==> src/rtl/speech_pkg.sv <==
// Shared types and sizing helpers for the speech template matcher.
package speech_pkg;

  localparam int SAMPLE_W        = 8;
  localparam int DEF_N_SAMPLES   = 64;
  localparam int DEF_N_TEMPLATES = 4;
  localparam int DEF_ACC_W       = 16;

  typedef enum logic [2:0] {
    ST_IDLE,
    ST_CAPTURE,
    ST_COMPARE,
    ST_DRAIN,
    ST_EVAL,
    ST_DONE
  } match_state_t;

  function automatic int addr_w(input int n);
    return (n <= 1) ? 1 : $clog2(n);
  endfunction

  function automatic int tpl_w(input int n);
    return (n <= 1) ? 1 : $clog2(n);
  endfunction

endpackage

==> src/rtl/speech_match_ctrl_sad_accum.sv <==
// Saturating sum-of-absolute-differences accumulator fed by a one-deep read pipeline.
module sad_accum
  import speech_pkg::*;
#(
  parameter int ACC_W = DEF_ACC_W
) (
  input  logic                clk,
  input  logic                reset_n,
  input  logic                i_clear,
  input  logic                i_issue,
  input  logic [SAMPLE_W-1:0] i_a,
  input  logic [SAMPLE_W-1:0] i_b,
  output logic [ACC_W-1:0]    o_acc
);

  logic                       r_valid;
  logic [ACC_W-1:0]           r_acc;
  logic signed [SAMPLE_W:0]   w_diff;
  logic [SAMPLE_W-1:0]        w_mag;
  logic [ACC_W:0]             w_sum;

  assign w_diff = $signed({1'b0, i_a}) - $signed({1'b0, i_b});
  assign w_mag  = w_diff[SAMPLE_W] ? SAMPLE_W'(-w_diff) : w_diff[SAMPLE_W-1:0];
  assign w_sum  = {1'b0, r_acc} + {{(ACC_W + 1 - SAMPLE_W){1'b0}}, w_mag};
  assign o_acc  = r_acc;

  always_ff @(posedge clk or negedge reset_n) begin
    if (!reset_n) begin
      r_valid <= 1'b0;
      r_acc   <= '0;
    end else if (i_clear) begin
      r_valid <= 1'b0;
      r_acc   <= '0;
    end else begin
      r_valid <= i_issue;
      // Clamp at all-ones instead of wrapping when the carry bit is set.
      if (r_valid) r_acc <= w_sum[ACC_W] ? '1 : w_sum[ACC_W-1:0];
    end
  end

endmodule

==> src/rtl/speech_match_ctrl.sv <==
// Captures an audio window, scores it against every template by SAD and
// publishes the index and score of the closest template.
module speech_match_ctrl
  import speech_pkg::*;
#(
  parameter int  N_SAMPLES   = DEF_N_SAMPLES,
  parameter int  N_TEMPLATES = DEF_N_TEMPLATES,
  parameter int  ACC_W       = DEF_ACC_W,
  localparam int ADDR_W      = addr_w(N_SAMPLES),
  localparam int TPL_W       = tpl_w(N_TEMPLATES)
) (
  input  logic                    clk,
  input  logic                    reset_n,
  input  logic                    start,
  input  logic                    abort,
  input  logic                    sample_valid,
  input  logic [SAMPLE_W-1:0]     sample,
  output logic                    cap_we,
  output logic [ADDR_W-1:0]       cap_addr,
  output logic [SAMPLE_W-1:0]     cap_wdata,
  input  logic [SAMPLE_W-1:0]     cap_rdata,
  output logic [TPL_W+ADDR_W-1:0] tpl_addr,
  input  logic [SAMPLE_W-1:0]     tpl_rdata,
  output logic                    busy,
  output logic                    done,
  output logic [TPL_W-1:0]        match_id,
  output logic [ACC_W-1:0]        match_score
);

  localparam logic [ADDR_W-1:0] LAST_IDX = ADDR_W'(N_SAMPLES - 1);
  localparam logic [TPL_W-1:0]  LAST_TPL = TPL_W'(N_TEMPLATES - 1);

  if (ACC_W < SAMPLE_W + ADDR_W) begin : g_acc_w_check
    $error("ACC_W is too narrow: a full-window SAD could saturate");
  end

  match_state_t      r_state;
  match_state_t      w_state_next;
  logic [ADDR_W-1:0] r_idx;
  logic [TPL_W-1:0]  r_tpl;
  logic [ACC_W-1:0]  r_best_score;
  logic [TPL_W-1:0]  r_best_id;
  logic              r_busy;
  logic              r_done;
  logic [TPL_W-1:0]  r_match_id;
  logic [ACC_W-1:0]  r_match_score;
  logic [ACC_W-1:0]  w_acc;
  logic              w_issue;
  logic              w_clear;
  logic              w_better;
  logic [TPL_W-1:0]  w_best_id;
  logic [ACC_W-1:0]  w_best_score;

  sad_accum #(.ACC_W(ACC_W)) u_sad (
    .clk     (clk),
    .reset_n (reset_n),
    .i_clear (w_clear),
    .i_issue (w_issue),
    .i_a     (cap_rdata),
    .i_b     (tpl_rdata),
    .o_acc   (w_acc)
  );

  always_ff @(posedge clk or negedge reset_n) begin
    if (!reset_n) r_state <= ST_IDLE;
    else          r_state <= w_state_next;
  end

  always_comb begin
    w_state_next = r_state;
    if (abort) begin
      w_state_next = ST_IDLE;
    end else begin
      case (r_state)
        ST_IDLE:    if (start) w_state_next = ST_CAPTURE;
        ST_CAPTURE: if (sample_valid && r_idx == LAST_IDX) w_state_next = ST_COMPARE;
        ST_COMPARE: if (r_idx == LAST_IDX) w_state_next = ST_DRAIN;
        ST_DRAIN:   w_state_next = ST_EVAL;
        ST_EVAL:    w_state_next = (r_tpl == LAST_TPL) ? ST_DONE : ST_COMPARE;
        ST_DONE:    w_state_next = ST_IDLE;
        default:    w_state_next = ST_IDLE;
      endcase
    end
  end

  // The accumulator is held only while reads are in flight; it is zeroed everywhere else.
  always_comb begin
    cap_we    = 1'b0;
    cap_wdata = '0;
    w_issue   = 1'b0;
    w_clear   = 1'b1;
    case (r_state)
      ST_CAPTURE: begin
        cap_we    = sample_valid;
        cap_wdata = sample;
      end
      ST_COMPARE: begin
        w_issue = 1'b1;
        w_clear = abort;
      end
      ST_DRAIN: w_clear = abort;
      default: ;
    endcase
  end

  assign w_better     = (w_acc < r_best_score);
  assign w_best_id    = w_better ? r_tpl : r_best_id;
  assign w_best_score = w_better ? w_acc : r_best_score;

  always_ff @(posedge clk or negedge reset_n) begin
    if (!reset_n) begin
      r_idx         <= '0;
      r_tpl         <= '0;
      r_best_score  <= '0;
      r_best_id     <= '0;
      r_busy        <= 1'b0;
      r_done        <= 1'b0;
      r_match_id    <= '0;
      r_match_score <= '0;
    end else begin
      r_busy <= (w_state_next != ST_IDLE);
      r_done <= (w_state_next == ST_DONE);
      if (abort || r_state == ST_IDLE) begin
        r_idx        <= '0;
        r_tpl        <= '0;
        r_best_score <= '1;
        r_best_id    <= '0;
      end else begin
        case (r_state)
          ST_CAPTURE: if (sample_valid) r_idx <= r_idx + 1'b1;
          ST_COMPARE: r_idx <= r_idx + 1'b1;
          ST_EVAL: begin
            r_best_id    <= w_best_id;
            r_best_score <= w_best_score;
            r_idx        <= '0;
            if (r_tpl != LAST_TPL) r_tpl <= r_tpl + 1'b1;
          end
          default: ;
        endcase
      end
      // Result is published on the same edge that enters DONE, so it lines up with done.
      if (w_state_next == ST_DONE) begin
        r_match_id    <= w_best_id;
        r_match_score <= w_best_score;
      end
    end
  end

  assign cap_addr    = r_idx;
  assign tpl_addr    = {r_tpl, r_idx};
  assign busy        = r_busy;
  assign done        = r_done;
  assign match_id    = r_match_id;
  assign match_score = r_match_score;

endmodule

==> config.mk <==
export PLATFORM = sky130hd
export DESIGN_NAME = speech_match_ctrl
export DESIGN_NICKNAME = d
export VERILOG_FILES = /design/src/rtl/speech_pkg.sv /design/src/rtl/speech_match_ctrl_sad_accum.sv /design/src/rtl/speech_match_ctrl.sv
export SDC_FILE = /design/constraint.sdc
export NUM_CORES = 1
export LEC_CHECK = 0
export ABC_CLOCK_PERIOD_IN_PS = 4000
export BUFFER_PORTS_ARGS = -buffer_cell sky130_fd_sc_hd__buf_4
export CELL_PAD_IN_SITES_DETAIL_PLACEMENT = 0
export CELL_PAD_IN_SITES_GLOBAL_PLACEMENT = 1
export CORE_ASPECT_RATIO = 0.7
export CORE_UTILIZATION = 46
export CTS_CLUSTER_SIZE = 16
export DETAILED_ROUTE_END_ITERATION = 8
export GPL_TIMING_DRIVEN = 1
export PLACE_DENSITY = 0.94
export SLEW_MARGIN = 20
export SYNTH_ARGS = -nofsm -noshare
export SYNTH_HDL_FRONTEND = slang
export SYNTH_SLANG_ARGS = --single-unit
==> constraint.sdc <==
create_clock -name clk -period 4 [get_ports clk]
set_clock_uncertainty 0.2 [all_clocks]
set_input_delay 0.6 -clock clk [delete_from_list [all_inputs] [get_ports clk]]
set_output_delay 0.6 -clock clk [all_outputs]
set_load 0.05 [all_outputs]
# After elaboration in Yosys (flattened, before gate mapping)
# Index checks and enable logic that the tools add are counted.
classes:
  add_sub_neg: 5
  magnitude_cmp: 1
  n_eq_ne: 9
  n_mux: 27
  n_reduce_logical: 11
ops:
  columns: ["cell", "count"]
  rows:
  - ["$mux W16", 6]
  - ["$pmux W6 S3", 1]
  - ["$add A16 B8 Y17", 1]
  - ["$lt A16 B16 Y1", 1]
  - ["$mux W8", 2]
  - ["$mux W3", 5]
  - ["$pmux W3 S5", 1]
  - ["$mux W2", 6]
  - ["$mux W6", 2]
  - ["$sub A8 B8 Y9", 1]
  - ["$neg A8 Y8", 1]
  - ["$add A6 B1 Y6 const B", 1]
  - ["$eq A3 B2 Y1 const B", 2]
  - ["$eq A3 B3 Y1 const B", 2]
  - ["$eq A6 B6 Y1 const B", 1]
  - ["$reduce_bool A2 Y1", 3]
  - ["$mux W1", 4]
  - ["$reduce_and A2 Y1", 2]
  - ["$reduce_bool A4 Y1", 1]
  - ["$eq A3 B1 Y1 const B", 1]
  - ["$logic_not A3 Y1", 1]
  - ["$ne A3 B3 Y1 const B", 1]
  - ["$reduce_bool A3 Y1", 1]
  - ["$add A2 B1 Y2 const B", 1]
  - ["5 further kinds", 5]
word_totals:
  reg_bits: 66
  input_bits: 29
  out_inout_bits: 43
  wordCells: 64

# Depth between registers and ports, before layout
# Gate-level depths: netlist of run 1.
logic_depth:
  word_depth: 7
  depth_mapped: 17
  depth_no_buf: 17

# Hierarchy
# A second synthesis of run 1 with hierarchy kept.
unflattened:
  hier_cells: 498
  area_unflattened_um2: 4553.1
modules_own_cells:
  columns: ["mod", "n_inst", "cells_each", "area_each_um2", "seq_area_each_um2"]
  rows:
  - ["speech_match_ctrl", 1, 313, 2935.3, 1226.2]
  - ["sad_accum", 1, 185, 1617.8, 425.4]

# Worst setup path after synthesis of run 1
# No wires, ideal clock.
synth_path:
  path_type: "input to register"
  from: "input port cap_rdata[0]"
  to: "register u_sad.r_acc[13], in the netlist u_sad.o_acc[13]"
  setup_ns: 0.120
  arrival_time_ns: 3.793
  required_time_ns: 3.680
  path_slack_ns: -0.113
  cell_stages: 17
  n_path_buf: 0
  path_cell_list: "inv_1 > ha_1 > inv_1 > fa_1 > a211oi_1 > o21ai_0 > a21o_1 > a21o_1 > nor2_1 > xnor2_1 > ha_1 > nor2b_1 > o21a_1 > o21a_1 > o31ai_1 > o2111ai_1 > o211a_1"
synth_between:
  elab_chain_cells: 7
synth_rtl:
  columns: ["item", "line", "source"]
  rows:
  - ["from (decl)", "speech_match_ctrl.sv:21", "input logic [SAMPLE_W-1:0] cap_rdata,"]
  - ["$sub A8 B8 Y9 (*)", "speech_match_ctrl_sad_accum.sv:22", "assign w_diff = $signed({1'b0, i_a}) - $signed({1'b0, i_b});"]
  - ["$neg A8 Y8", "speech_match_ctrl_sad_accum.sv:23", "assign w_mag = w_diff[SAMPLE_W] ? SAMPLE_W'(-w_diff) : w_diff[SAMPLE_W-1:0];"]
  - ["$mux W8 (*)", "speech_match_ctrl_sad_accum.sv:23", null]
  - ["$add A16 B8 Y17 (*)", "speech_match_ctrl_sad_accum.sv:24", "assign w_sum = {1'b0, r_acc} + {{(ACC_W + 1 - SAMPLE_W){1'b0}}, w_mag};"]
  - ["$mux W16 (*) (2 in a row)", "speech_match_ctrl_sad_accum.sv:37", "if (r_valid) r_acc <= w_sum[ACC_W] ? '1 : w_sum[ACC_W-1:0];"]
  - ["$mux W16 (*)", "speech_match_ctrl_sad_accum.sv:31", "end else if (i_clear) begin"]
  - ["to (signal assigned)", "speech_match_ctrl_sad_accum.sv:37", null]
  - ["to (decl)", "speech_match_ctrl_sad_accum.sv:17", "logic [ACC_W-1:0] r_acc;"]
# Mark *: on every way between the ends. The rest lies on a longest branch, timed or not. The select of a mux whose other input is x is not followed.
# A chain may end at the register's enable or synchronous reset.

# Final worst setup path of run 1
layout_path:
  from: "input port cap_rdata[0]"
  to: "register u_sad.r_acc[12], in the netlist u_sad.o_acc[12]"
# The elaborated chain is that of the path after synthesis.

==> reports/metrics.yaml, run 1 <==
synth:
  synth_edf_count: 0
  synth_compound_area_share_pct: 20.5
  syn_area_sq_um: 4380
  ys_ff_latch: 66
  synth-xor-area-share_pct: 3.80
  syn-num-nets: 572
  synth_adder_area_share_pct: 10.6
  synth.mux.area_fraction_pct: 0.771
  synthFlopType: "dfrtp_1"
  ys_seq_area_share_pct: 37.7
  yosysTopAreaCell: "dfrtp_1"
  avgSynthCellArea_sq_um: 8.64
  synth_cell_types: 54
  synthSimpleGateAreaFrac_pct: 20.0
  syn-instance-count: 507
  ys_warn_count: 0
  yosysTopAreaCellShare_pct: 37.7
  synth_area_leaders: "dfrtp_1, ha_1, a31oi_1, nand2_1, nor2_1"
  synth_top_family_by_area: "compound AO/OA/AOI/OAI gates"
  synthArstFlopShare_pct: 100
timing:
  max_freq_ghz: 0.250
  setup_violations: 0
  min_period_ns: 4.00
  rsz0062_at_grt: "yes"
  fin_crit_sh_pct: 99.9
  finalMaxSlewViolations: 0
  finalHoldViolations: 0
  final.setup.tns_ns: 0
  relSlewSlack_pct: 44.3
  worstMarginPinSlew_ns: 0.833
global_routing:
  antenna_found_initial: 0
  grt_overflow: 0
  grt_use_total_pct: 22.5
  grt_max_degree: 67
  grt_pass1_wl_mm: 18.2
  grt_pass1_vias: 3875
setup_path:
  max_stage_delay_ns: 0.41
  worst-path-buf-inv: 5
  path_delay_family: "compound AO/OA/AOI/OAI gates"
  cp-end-kind: "flip-flop"
  worstPathArrival_ns: 4.01
  cp-start-kind: "input port"
  path_cells: "buf_6 -> inv_4 -> ha_4 -> inv_2 -> fa_2 -> a211oi_4 -> buf_4 -> o21bai_4 -> a21oi_2 -> xor2_1 -> a31oi_1 -> xnor2_1 -> ha_1 -> a211o_1 -> o21ai_1 -> a21oi_2 -> o31a_1 -> buf_6 -> a31oi_1 -> nor3_2"
  crit_required_ns: 4.01
  crit_fanout: 5
  criticalPathCategory: "input port to flip-flop"
  slowest_stage: "fa_2"
clocking:
  clock_path_buffers: 2
  cts_tree: "done"
  insertion_delay_ns: 0.33
  cts_buffers: 9
  cts_root_buffer: "clkbuf_16"
  htreeDepth: 3
  clkSinkCount: 66
  path_clk_slew_ns: 0.06
route:
  first_iter_violations: 375
  post_drt_via_cell_ratio: 5.74
  drc: 0
  wl_mm: 11.0
  routedWlPerCell_um: 15.3
  dr.pass1.iters: 5
  via_count: 4119
  drtAntennaViolNets: 0
final_layout:
  nNetsFinal: 654
  num_antenna_cells: 0
  final_util_pct: 61.6
  drive_above_1_share_pct: 25.3
  syn_to_final_growth_pct: 28.6
die:
  core-area_sq_um: 9140
  row_count: 29
  ios: 72
  initial_utilization_pct: 47.9
  die_w_um: 119
  chipHeight_um: 83.7
  dieArea_sq_um: 9930
power_and_ir_drop:
  power_density_nw_per_um2: 360
  ir_worst_vdd_mv: 0.247
  p_leak_nw: 2.63
placed_design:
  port_buffers: 71
  hpwl_mm: 7.60
  gp_congestion: 0.876
hold_path:
  min_path_type: "input port to async pin"
job:
  cap_violations: 0
run_status:
  status: "finished clean"
## cells in the mapped netlist (3+ instances only)
cell       count
a211oi_1       6
a21o_1         7
a21oi_1       25
a31oi_1       44
and2_1        12
and3_1         5
buf_2         10
buf_4          7
clkbuf_1      12
dfrtp_1       66
ha_1          34
inv_1         36
mux2_2         3
nand2_1       53
nand2b_1       6
nand3_1        7
nand4_1        9
nor2_1        45
nor2b_1        6
nor3_1        14
nor4_1        15
o2111ai_1      3
o21a_1         7
o21ai_0       18
o31ai_1        4
xnor2_1       10
xor2_1         9
## stage by stage
stage | total power [mW] | instance area, sq um | hold WS [ns] | setup WS, ns | cells
after floorplan | 0.995 | 4400 | 0.104 | 0.0310 | 507
after global placement | 1.15 | 5130 | 0.327 | -0.307 | 698
after detailed placement | 1.16 | 5130 | 0.330 | -0.420 | 698
after CTS | 2.02 | 5460 | 0.205 | -0.00672 | 715
after global routing | 2.11 | 5640 | 0.249 | -0.204 | 718
final | 2.03 | 5640 | 0.166 | 0.00337 | 718
## power breakdown
part           leakage (nW)  switching (mW)  internal [mW]
Combinational          1.67           0.270          0.197
Sequential            0.792          0.0124          0.686
Clock                 0.163           0.299          0.563
## worst paths after layout
path | from | endpoint | slack (ns) | depth (start not counted)
setup reg to reg | u_sad.o_acc[13] | r_best_id[1] | 1.14 | 7
setup / recovery | cap_rdata[0] | u_sad.o_acc[12] | 0.003 | 20
hold reg to reg | r_best_score[7] | match_score[7] | 0.34 | 2
hold / removal | reset_n | match_score[12] | 0.17 | 1
max in group asynchronous | reset_n | r_best_score[7] | 2.89 | 1
min in group clk | r_best_score[7] | match_score[7] | 0.34 | 2
## registers in the layout, indices dropped and copies added, names as in the netlist
signal,count
r_state,3
r_tpl,2
match_score,16
r_best_id,2
match_id,2
busy,1
done,1
r_best_score,16
cap_addr,6
u_sad.r_valid,1
u_sad.o_acc,16
## layer usage
layer  part of all wire, %  global-route usage, %
met2                    46                   35.3
met1                    47                   31.5
met4                  0.65                   3.57
met3                   6.7                   6.15
met5                     0                      0
## what timing repair did
| action | 4_1_cts | 5_1_grt |
|---|---|---|
| pin swaps | 5 | 18 |
| endpoints found under the setup margin | 10 | 16 |
| hold buffers | 0 | 0 |
| resized for setup | 2 | 32 |
| setup buffers | 1 | 3 |
## cell usage in the layout (no fill, tap or decap), types with 2 or more instances in the layout
cell type / count
nand3_1: 7
nand2_1: 52
nor2_1: 45
a31oi_1: 43
inv_1: 34
a21oi_2: 5
xor2_1: 9
o21ai_1: 3
a21oi_1: 20
dfrtp_1: 66
bufinv_16: 2
buf_4: 97
and2_1: 12
o21ai_0: 16
nand4_1: 9
nor4_1: 15
a21o_1: 6
or2_2: 2
and3_1: 5
a211o_1: 2
ha_1: 33
o21a_1: 6
or3_1: 2
buf_6: 4
nor2b_1: 6
o31ai_1: 3
clkbuf_16: 9
nor3_1: 11
a22oi_1: 2
nor3_2: 3
xnor2_1: 10
nand2b_1: 6
clkinv_2: 2
o2111ai_1: 2
mux2_2: 3
a211oi_1: 5
## worst register-to-register path: cells and delay by family (launching register included)
kind            cells  cell delay, ns
flops               1            0.50
compound gates      2            0.50
simple gates        3            0.84
buf+inv             1            0.36
fa+ha+maj           1            0.38
## kinds of logic after synthesis
group                      count (synthesis)
and+or+nand+nor                          181
AOI/OAI and AO/OA                        135
buffers and inverters                     67
DFF                                       66
adders and majority gates                 36
xor gates and xnor gates                  19
muxes                                      3
## area by class of cell
cell class                      instances  area [sq um]
Clock buffer                           10           239
Clock inverter                          6          87.6
Fill cell                             782          3510
Inverter                               37           141
Multi-Input combinational cell        374          2590
Sequential cell                        66          1650
Tap cell                              124           155
Timing Repair Buffer                  101           773
(Power assumes the default switching activity.)
==> inputs of run 2 (changes only) <==
--- a/config.mk
+++ b/config.mk
@@ -5,16 +5,17 @@
 export SDC_FILE = /design/constraint.sdc
 export NUM_CORES = 1
 export LEC_CHECK = 0
+export ABC_AREA = 1
 export ABC_CLOCK_PERIOD_IN_PS = 4000
 export BUFFER_PORTS_ARGS = -buffer_cell sky130_fd_sc_hd__buf_4
 export CELL_PAD_IN_SITES_DETAIL_PLACEMENT = 0
 export CELL_PAD_IN_SITES_GLOBAL_PLACEMENT = 1
 export CORE_ASPECT_RATIO = 0.7
-export CORE_UTILIZATION = 46
+export CORE_UTILIZATION = 45
 export CTS_CLUSTER_SIZE = 16
 export DETAILED_ROUTE_END_ITERATION = 8
 export GPL_TIMING_DRIVEN = 1
-export PLACE_DENSITY = 0.94
+export PLACE_DENSITY = 0.95
 export SLEW_MARGIN = 20
 export SYNTH_ARGS = -nofsm -noshare
 export SYNTH_HDL_FRONTEND = slang
==> run 2 against run 1 <==
The run now ends with DRC left; sequential power decreased by 3.3%; power decreased by 7.4%; register-to-register slack improved by 0.22 ns; sequential share of layout area decreased by 0.40 points; die area increased by 11%; global-route usage decreased by 0.22 points; worst hold slack got worse by 0.0098 ns; largest power group unchanged; highest routed layer unchanged.
==> reports/metrics.yaml, run 2 <==
synth:
  synthArstFlopShare_pct: 100
  avgSynthCellArea_sq_um: 6.97
  syn_area_sq_um: 4780
  ys_warn_count: 0
  synth_cell_types: 37
  syn-num-nets: 750
  ys_top_cells_by_count: "nand2_1, inv_1, dfrtp_1"
  syn-instance-count: 685
  synth_area_leaders: "dfrtp_1, nand2_1, ha_1, inv_1, nand3_1"
  ys_ff_latch: 66
  synth_edf_count: 0
  synthFlopType: "dfrtp_1"
  yosysTopAreaCellShare_pct: 34.6
  synth_most_common_cell: "nand2_1"
  yosysTopAreaCell: "dfrtp_1"
  ys_seq_area_share_pct: 34.6
setup_path:
  path_delay_family: "simple AND/OR/NAND/NOR gates"
  cp-startpoint: "cap_rdata[0]"
  path_cells: "buf_4 -> inv_1 -> ha_1 -> inv_1 -> fa_1 -> nand3_1 -> nand2_1 -> xnor2_2 -> nand2_1 -> nor2_1 -> nand3_1 -> nand3b_1 -> nand2_1 -> ha_1 -> a21oi_1 -> a21boi_2 -> nand2_2 -> nand2_2 -> clkinv_2 -> nand2_4 -> nand2_1 -> nand2_1 -> o21ai_0"
  cp-end-kind: "flip-flop"
  timing.rr.start: "u_sad.o_acc[15]"
  r2r_setup_slack_ns: 1.36
  cp-start-kind: "input port"
  worstSetupPathDepth: 23
  worstPathArrival_ns: 3.69
  crit_fanout: 14
  slowest_stage: "fa_1"
  rr_worst_depth: 9
  criticalPathCategory: "input port to flip-flop"
  crit_required_ns: 4.00
  worstReg2RegEnd: "match_score[15]"
  worst-path-buf-inv: 4
  max_stage_delay_ns: 0.42
  worstSetupEndpoint: "u_sad.o_acc[0]"
  crit_path_frequent_cell: "nand2_1"
placed_design:
  dp_cells: 871
  gp_congestion: 0.896
  dp_slack_ns: -0.0737
  port_buffers: 71
  hpwl_mm: 8.61
clocking:
  clock_path_buffers: 2
  cts_buffers: 9
  htreeDepth: 3
  cts_root_buffer: "clkbuf_16"
  clkSinkCount: 66
  hold_buffers: 0
  path_clk_slew_ns: 0.05
  insertion_delay_ns: 0.33
  cts_tree: "done"
global_routing:
  grt_use_total_pct: 22.3
  grt_pass1_wl_mm: 19.6
  grt_pass1_vias: 4122
  grt_max_degree: 67
  grt_overflow: 0
  antenna_found_initial: 0
route:
  drc: 2
  drtAntennaViolNets: 0
  routedWlPerCell_um: 13.1
  first_iter_violations: 360
  wl_mm: 11.6
  post_drt_via_cell_ratio: 5.06
  dr.pass1.iters: 9
  via_count: 4485
job:
  cap_violations: 0
timing:
  setup_violations: 0
  min_period_ns: 3.69
  max_freq_ghz: 0.271
  finalMaxSlewViolations: 0
  fin_crit_sh_pct: 92.2
  worstMarginPinSlew_ns: 1.01
  relSlewSlack_pct: 32.6
  finalHoldViolations: 0
  fin_ws_ns: 0.310
final_layout:
  regArea_sq_um: 1650
  nNetsFinal: 815
  final_util_pct: 55.4
  drive_above_1_share_pct: 16.0
  final_cell_mix: "nand2_1, inv_1, buf_4"
  stdcell_count: 887
  num_antenna_cells: 0
  multi_input_area_sq_um: 2610
  final_common_cell: "nand2_1"
  syn_to_final_growth_pct: 19.7
  n_fill_cell: 1012
die:
  chipHeight_um: 88.2
  ios: 72
  row_count: 31
  dieArea_sq_um: 11000
  core-area_sq_um: 10300
  die_w_um: 125
  initial_utilization_pct: 46.3
power_and_ir_drop:
  ir_worst_vdd_mv: 0.181
  p_leak_nw: 3.32
  power_density_nw_per_um2: 329
run_status:
  status: "complete, but fails checks"
  violations: "DRC"
hold_path:
  min_path_type: "input port to async pin"
-- run 2: cell families after synthesis --
group	after synthesis	synth area share, %
AND/OR/NAND/NOR	372	33.7
buffers and inverters	126	11.1
flip-flops	66	34.6
XOR/XNOR	13	2.38
AO/OA/AOI/OAI	72	8.41
adder cells (fa/ha/maj)	36	9.75
-- run 2: layer usage --
metal | part of all wire [%] | GRT usage [%] | vias up
met4 | 0.85 | 5.99 | 0
met3 | 4.1 | 3.42 | 10
met5 | 0 | 0 | -
met1 | 53 | 32.1 | 2077
met2 | 42 | 35.0 | 98
li1 | - | - | 2300
-- run 2: stage by stage --
step / instance area (sq um) / hold slack [ns] / setup TNS, ns / power [mW]
2_1_floorplan: 4780 / 0.104 / 0 / 0.927
3_3_place_gp: 5370 / 0.275 / 0 / 1.02
3_5_place_dp: 5370 / 0.282 / -0.128 / 1.02
4_1_cts: 5700 / 0.204 / 0 / 1.89
5_1_grt: 5720 / 0.254 / -0.0453 / 1.96
6_report: 5720 / 0.157 / 0 / 1.88
-- run 2: where the power goes --
| part | switching, mW | total (mW) | internal, mW | leakage [nW] |
|---|---|---|---|---|
| clock network | 0.301 | 0.864 | 0.563 | 0.159 |
| registers | 0.00411 | 0.676 | 0.672 | 0.835 |
| logic | 0.214 | 0.338 | 0.125 | 2.32 |
| total | 0.519 | 1.88 | 1.36 | 3.32 |
-- run 2: cell type report --
type | instances | share of cell area [%]
flip-flops and latches | 66 | 28.9
multi-input cells | 493 | 45.7
inverters | 105 | 6.92
clock inverters | 6 | 1.58
well taps | 132 | 2.89
repair buffers | 75 | 9.85
clock buffers | 10 | 4.18
-- run 2: what timing repair did --
action	CTS	global route
buffers inserted	0	0
setup endpoints to repair	0	8
gates resized for setup	0	4
-- run 2: worst min-delay path by stage --
stage	start	to	slack, ns
6_report	reset_n	r_state[0]	0.16
5_1_grt	reset_n	r_state[0]	0.25
4_1_cts	reset_n	busy	0.20
3_5_place_dp	match_score[4]	match_score[4]	0.28
3_3_place_gp	match_score[3]	match_score[3]	0.27
2_1_floorplan	reset_n	busy	0.10
